<file path="config.mk">
export PLATFORM = sky130hd
export DESIGN_NAME = nibble_serial_acc16_flat
export DESIGN_NICKNAME = d
export VERILOG_FILES = /design/src/rtl/nibble_serial_acc16_pkg.sv /design/src/rtl/nibble_serial_acc16_if.sv /design/src/rtl/nibble_addsub4.sv /design/src/rtl/nibble_serial_acc16.sv /design/src/flat_wrapper.sv
export SDC_FILE = /design/constraint.sdc
export NUM_CORES = 1
export LEC_CHECK = 0
export ABC_AREA = 1
export CAP_MARGIN = 15
export CELL_PAD_IN_SITES_DETAIL_PLACEMENT = 1
export CELL_PAD_IN_SITES_GLOBAL_PLACEMENT = 1
export CORE_ASPECT_RATIO = 1.5
export CORE_MARGIN = 1.5
export CORE_UTILIZATION = 30
export CTS_BUF_LIST = sky130_fd_sc_hd__clkbuf_2 sky130_fd_sc_hd__clkbuf_4 sky130_fd_sc_hd__clkbuf_8
export CTS_CLUSTER_SIZE = 16
export DETAILED_ROUTE_END_ITERATION = 12
export MAX_ROUTING_LAYER = met4
export PLACE_DENSITY = 0.74
export SYNTH_ARGS = -nofsm -noshare
export SYNTH_HDL_FRONTEND = slang
export SYNTH_SLANG_ARGS = --single-unit
</file>
<file path="constraint.sdc">
create_clock -name CLK -period 7.03 [get_ports CLK]
set_clock_uncertainty 0.2 [all_clocks]
set_input_delay 1.0545 -clock CLK [delete_from_list [all_inputs] [get_ports CLK]]
set_output_delay 1.0545 -clock CLK [all_outputs]
set_load 0.01 [all_outputs]
</file>
<file path="src/rtl/nibble_serial_acc16_pkg.sv">
// Shared arithmetic definitions for the Slipstream nibble-serial datapath.
package slipstream_arith_pkg;

    // Width of one serial arithmetic step.
    localparam int NIBBLE_W = 4;

    // Accumulator sequencing states.
    typedef enum logic {
        IDLE = 1'b0,
        RUN  = 1'b1
    } acc_state_t;

    // Number of serial nibble steps needed to cover a word of the given width.
    function automatic int nibble_count(input int width);
        return width / NIBBLE_W;
    endfunction

endpackage

</file>
<file path="src/rtl/nibble_serial_acc16_if.sv">
// Operand/result bundle between the register-file read stage and the accumulator.
interface nibble_serial_acc16_if #(
    parameter int WIDTH = 16
);
    logic             START;
    logic             OP;
    logic             CLR;
    logic [WIDTH-1:0] OPERAND;
    logic [WIDTH-1:0] ACC;
    logic             CO;
    logic             Z;
    logic             BUSY;
    logic             DONE;

    // Requester side: issues operations, observes results.
    modport master (
        output START, OP, CLR, OPERAND,
        input  ACC, CO, Z, BUSY, DONE
    );

    // Accumulator side: consumes operations, publishes results.
    modport slave (
        input  START, OP, CLR, OPERAND,
        output ACC, CO, Z, BUSY, DONE
    );
endinterface

</file>
<file path="src/rtl/nibble_addsub4.sv">
// 4-bit add/subtract cell; subtraction inverts b, the caller supplies carry-in 1.
module nibble_addsub4
    import slipstream_arith_pkg::*;
(
    input  logic [NIBBLE_W-1:0] a,
    input  logic [NIBBLE_W-1:0] b,
    input  logic                sub,
    input  logic                ci,
    output logic [NIBBLE_W-1:0] s,
    output logic                co
);
    // One-nibble ripple sum with the carry-out taken as the fifth bit.
    always_comb begin
        {co, s} = {1'b0, a} + {1'b0, b ^ {NIBBLE_W{sub}}} + {{NIBBLE_W{1'b0}}, ci};
    end
endmodule

</file>
<file path="src/rtl/nibble_serial_acc16.sv">
// Nibble-serial add/subtract accumulator: one 4-bit adder cell reused per clock,
// carry held in a register between nibbles; results commit only at the end.
module nibble_serial_acc16
    import slipstream_arith_pkg::*;
#(
    parameter int WIDTH = 16  // multiple of NIBBLE_W, at least NIBBLE_W
) (
    input  logic                 CLK,
    input  logic                 RESET,
    nibble_serial_acc16_if.slave bus
);
    localparam int NIBBLES = nibble_count(WIDTH);
    localparam int CNT_W   = (NIBBLES > 1) ? $clog2(NIBBLES) : 1;

    acc_state_t       state_q;
    logic [CNT_W-1:0] cnt_q;
    logic [WIDTH-1:0] work_q;
    logic [WIDTH-1:0] op_q;
    logic [WIDTH-1:0] acc_q;
    logic             sub_q;
    logic             carry_q;
    logic             co_q;
    logic             z_q;
    logic             busy_q;
    logic             done_q;

    logic [NIBBLE_W-1:0] work_nib [NIBBLES];
    logic [NIBBLE_W-1:0] op_nib   [NIBBLES];
    logic [NIBBLE_W-1:0] cell_s;
    logic                cell_co;
    logic [WIDTH-1:0]    work_d;

    // Split the working and operand words into nibble lanes, and write the
    // adder result back into whichever lane the counter currently selects.
    generate
        for (genvar gi = 0; gi < NIBBLES; gi++) begin : g_lane
            assign work_nib[gi] = work_q[gi*NIBBLE_W +: NIBBLE_W];
            assign op_nib[gi]   = op_q[gi*NIBBLE_W +: NIBBLE_W];
            assign work_d[gi*NIBBLE_W +: NIBBLE_W] =
                (cnt_q == CNT_W'(gi)) ? cell_s : work_q[gi*NIBBLE_W +: NIBBLE_W];
        end
    endgenerate

    nibble_addsub4 u_cell (
        .a   (work_nib[cnt_q]),
        .b   (op_nib[cnt_q]),
        .sub (sub_q),
        .ci  (carry_q),
        .s   (cell_s),
        .co  (cell_co)
    );

    // Sequencer: accept/clear in IDLE, one nibble per edge in RUN, commit at the last nibble.
    always_ff @(posedge CLK) begin
        if (RESET) begin
            state_q <= IDLE;
            cnt_q   <= '0;
            work_q  <= '0;
            op_q    <= '0;
            acc_q   <= '0;
            sub_q   <= 1'b0;
            carry_q <= 1'b0;
            co_q    <= 1'b0;
            z_q     <= 1'b1;
            busy_q  <= 1'b0;
            done_q  <= 1'b0;
        end else begin
            done_q <= 1'b0;
            case (state_q)
                IDLE: begin
                    if (bus.CLR) begin
                        // Clear takes priority; a simultaneous START is dropped.
                        acc_q <= '0;
                        co_q  <= 1'b0;
                        z_q   <= 1'b1;
                    end else if (bus.START) begin
                        op_q    <= bus.OPERAND;
                        work_q  <= acc_q;
                        sub_q   <= bus.OP;
                        carry_q <= bus.OP;  // +1 completes two's-complement subtract
                        cnt_q   <= '0;
                        busy_q  <= 1'b1;
                        state_q <= RUN;
                    end
                end
                RUN: begin
                    work_q  <= work_d;
                    carry_q <= cell_co;
                    if (cnt_q == CNT_W'(NIBBLES - 1)) begin
                        acc_q   <= work_d;
                        co_q    <= cell_co;
                        z_q     <= (work_d == '0);
                        busy_q  <= 1'b0;
                        done_q  <= 1'b1;
                        cnt_q   <= '0;
                        state_q <= IDLE;
                    end else begin
                        cnt_q <= cnt_q + CNT_W'(1);
                    end
                end
                default: state_q <= IDLE;
            endcase
        end
    end

    assign bus.ACC  = acc_q;
    assign bus.CO   = co_q;
    assign bus.Z    = z_q;
    assign bus.BUSY = busy_q;
    assign bus.DONE = done_q;
endmodule

</file>
<file path="src/flat_wrapper.sv">
// flat-port wrapper written by rule: the top's interface ports become plain ports
module nibble_serial_acc16_flat import slipstream_arith_pkg::*;
#(
    parameter int WIDTH = 16                                            
)
  (CLK, RESET, bus_START, bus_OP, bus_CLR, bus_OPERAND, bus_ACC, bus_CO, bus_Z, bus_BUSY, bus_DONE);
  nibble_serial_acc16_if #(.WIDTH(WIDTH)) bus_i ();
  input  logic CLK;
  input  logic RESET;
  input wire logic [$bits(bus_i.START)-1:0] bus_START;
  input wire logic [$bits(bus_i.OP)-1:0] bus_OP;
  input wire logic [$bits(bus_i.CLR)-1:0] bus_CLR;
  input wire logic [$bits(bus_i.OPERAND)-1:0] bus_OPERAND;
  output wire logic [$bits(bus_i.ACC)-1:0] bus_ACC;
  output wire logic [$bits(bus_i.CO)-1:0] bus_CO;
  output wire logic [$bits(bus_i.Z)-1:0] bus_Z;
  output wire logic [$bits(bus_i.BUSY)-1:0] bus_BUSY;
  output wire logic [$bits(bus_i.DONE)-1:0] bus_DONE;
  assign bus_i.START = bus_START;
  assign bus_i.OP = bus_OP;
  assign bus_i.CLR = bus_CLR;
  assign bus_i.OPERAND = bus_OPERAND;
  assign bus_ACC = bus_i.ACC;
  assign bus_CO = bus_i.CO;
  assign bus_Z = bus_i.Z;
  assign bus_BUSY = bus_i.BUSY;
  assign bus_DONE = bus_i.DONE;
  nibble_serial_acc16 #(.WIDTH(WIDTH)) u_core (.CLK(CLK), .RESET(RESET), .bus(bus_i));
endmodule
</file>
==> summary.txt <==
Clk Latency, worst-skew pair - 360 ps
CTS tree - built
DIE AREA - 10300 µm²
Routability Congestion - 0.875
Final Setup Violations - 0
CP delay by family, top - adder cells
Fill cell count - 1222
FMAX - 273 MHz
Clock sink count - 57
Final non-filler cell total - 577
Root Driver - clkbuf_8
Area Growth Syn to Fin - 21.5%
Hold Crit Class - register to register
Sw frac - 0.301
Total setup buffers inserted after CTS - 0
Worst path required time - 7080 ps
Ant diodes - 0
Minimum clock period - 3660 ps
Top_reg_cell synth - dfxtp_1
Mapped Avg Cell Area - 6.79 µm²
Post-cts hold buffer count - 0
Most frequent CP cell - nand2_1
Dpl hpwl - 6570 µm
Synthesized instance count - 429
Max-cap violations - 0
Routed wire length - 8830 µm
WP buf/inv - 3
Crit-path max FO - 21
Crit path cell chain - inv_1 > o21ai_0 > o22ai_1 > xor2_1 > fa_1 > inv_1 > fa_1 > inv_1 > nand2_1 > nand2_1 > nor2_1 > nand2_1 > nor2_1 > nand3_1 > nor2_1 > nand2_1 > nand2_1
Yosys reg bits - 57
Row count - 43
Outcome - complete, no violations
Via density - 5.03
Initial antenna violation count - 0
CTS Buf Count - 9
Crit path launch type - register
Die Wd - 83.5 µm
RSZ-0062 raised after global routing - no
DP Worst Slack - 3380 ps
GRT Residual Overflow - 0
Crit path capture type - register
Vias in the first global route - 3002
Seq pwr share - 0.449
Global-route wire length before repair - 14700 µm
DR WL/cell - 15.3 µm
DRC viols - 0
Critical path class - register to register
Syn Nets - 459
CTS Buffer Depth - 2
Antenna Violating Nets Remaining - 0
CTS resizes - 0
# IOs - 41
Fin. Hold Viols - 0
Core ar. - 9360 µm²
Max-slew violation count - 0
Pint - 0.537 mW
Synth Cell Area - 2910 µm²
CP max-delay cell - dfxtp_1
Nets - 490
1st-iter DRT viols - 144
Sequential fraction of the synthesis area - 0.392
TNS Setup - 0 ps
Die height - 124 µm
Largest net degree at the start of global routing - 31
Number of synthesized flops with an enable pin - 0
Final core occ - 0.378
Clock-pin slew on the worst setup and hold paths - 60 ps
Vias - 2904
Initial core utilization - 0.311
Worst Hold Slack - 267 ps
H-tree levels - 3
Peak supply drop - 0.0000910 V
Synth cell types - 34
YS warnings - 0
Async S/R FF share, synth - 0
Final WS setup - 3370 ps
Clock power frac - 0.370
Initial DRT Pass Iterations - 4
Port Buffers - 40
Worst slew pin tran - 898 ps
Share of layout cells above drive strength 1 - 0.0602
P_sw - 0.232 mW
Power Density - 217 nW/µm²
CP max stage delay - 700 ps
Final period util - 0.520
Lkg Pwr - 1.45 nW
GRT Overall Usage - 0.190
Power share of the combinational group - 0.180
Inst Count DP - 561
Slew HR - 0.401
Arrival time worst endpoint - 3700 ps
[layout by cell type (no fill, tap or decap), drive strengths merged]
| cell type | synthesis | routed |
|---|---|---|
| or2 | 5 | 5 |
| o31ai | 2 | 2 |
| a21oi | 26 | 26 |
| o21ai | 39 | 39 |
| a32oi | 1 | 1 |
| o211ai | 2 | 2 |
| xor2 | 4 | 4 |
| buf | 13 | 1 |
| xnor2 | 1 | 1 |
| inv | 43 | 43 |
| clkdlybuf4s50 | 0 | 40 |
| a31oi | 6 | 6 |
| dfxtp | 57 | 57 |
| clkinv | 0 | 3 |
| and2 | 2 | 2 |
| fa | 2 | 2 |
| nand3 | 21 | 21 |
| nand2 | 110 | 110 |
| a221oi | 1 | 1 |
| o32ai | 2 | 2 |
| nor2 | 64 | 64 |
| a32o | 1 | 1 |
| o22ai | 6 | 6 |
| nand4 | 4 | 4 |
| clkbuf | 8 | 13 |
| ha | 7 | 7 |
| o21a | 2 | 2 |
[cell usage after synthesis, types with 6 or more instances]
library cell / number / area [µm²]
nand2_1: 109 / 409
buf_2: 9 / 45.0
o21ai_1: 7 / 35.0
dfxtp_1: 57 / 1140
nand3_1: 19 / 95.1
nor2_1: 63 / 236
o21ai_0: 32 / 160
clkbuf_1: 7 / 26.3
inv_1: 39 / 146
a31oi_1: 6 / 37.5
ha_1: 7 / 87.6
a21oi_1: 26 / 130
o22ai_1: 6 / 37.5
[worst min-delay path: stages, from the launching register on]
cell     delay (ps)
dfxtp_1         310
nand2_1          60
a21oi_1          60
[kinds of logic (layout without fill, tap and decap cells)]
group / count (synthesis) / after routing / share of synthesized area
fa+ha+maj: 9 / 9 / 0.0438
buf+inv: 64 / 100 / 0.0906
simple gates: 206 / 206 / 0.291
flops: 57 / 57 / 0.392
xor+xnor: 5 / 5 / 0.0150
compound gates: 88 / 88 / 0.168
[final timing paths]
kind / from / end / slack [ps] / cells past startpoint
max: u_core.cnt_q[0]$_SDFFE_PP0P_ / u_core.bus.Z$_SDFFE_PP1P_ / 3370 / 17
min: u_core.bus.CO$_SDFFE_PP0P_ / u_core.bus.CO$_SDFFE_PP0P_ / 270 / 2
max reg2reg: u_core.cnt_q[0]$_SDFFE_PP0P_ / u_core.bus.Z$_SDFFE_PP1P_ / 3370 / 17
min reg2reg: u_core.bus.CO$_SDFFE_PP0P_ / u_core.bus.CO$_SDFFE_PP0P_ / 270 / 2
[per-layer routing]
| layer | global-route usage | vias to the layer above | wire length, µm | share of wire |
|---|---|---|---|---|
| met5 | - | - | 0 | 0 |
| met4 | 0.116 | 0 | 306 | 0.035 |
| met3 | 0.0232 | 20 | 185 | 0.021 |
| met2 | 0.354 | 45 | 4820 | 0.55 |
| met1 | 0.192 | 1391 | 3520 | 0.40 |
| li1 | - | 1448 | - | - |
[sequential cells by signal (all words and copies together) (netlist names)]
name,flops
u_core.bus.Z,1
u_core.bus.CO,1
u_core.state_q,1
u_core.sub_q,1
u_core.bus.DONE,1
u_core.bus.ACC,16
u_core.op_q,16
u_core.cnt_q,2
u_core.carry_q,1
u_core.bus.BUSY,1
u_core.work_q,16
[stage by stage]
step	area [µm²]	power, mW
CTS	3540	0.780
global route	3540	0.811
finish	3540	0.769
detailed placement	3360	0.493
global placement	3360	0.489
floorplan	2910	0.448
[layout make-up]
cell class | instances | area (µm²) | share of cell area
multi-input combinational | 308 | 1510 | 0.426
sequential | 57 | 1140 | 0.322
clock buffer | 13 | 166 | 0.0470
clock inverter | 3 | 15.0 | 0.00424
tap | 112 | 140 | 0.0396
inverter | 43 | 161 | 0.0456
timing repair buffer | 41 | 408 | 0.115
[power groups by stage]
| stage | combinational [mW] | clock [mW] | sequential, mW |
|---|---|---|---|
| 5_1_grt | 0.158 | 0.306 | 0.347 |
| 6_report | 0.139 | 0.285 | 0.346 |
| 3_5_place_dp | 0.140 | 0 | 0.353 |
| 2_1_floorplan | 0.102 | 0 | 0.346 |
| 4_1_cts | 0.140 | 0.294 | 0.346 |
| 3_3_place_gp | 0.136 | 0 | 0.352 |
Note: power is estimated with default switching activity, not from simulation.
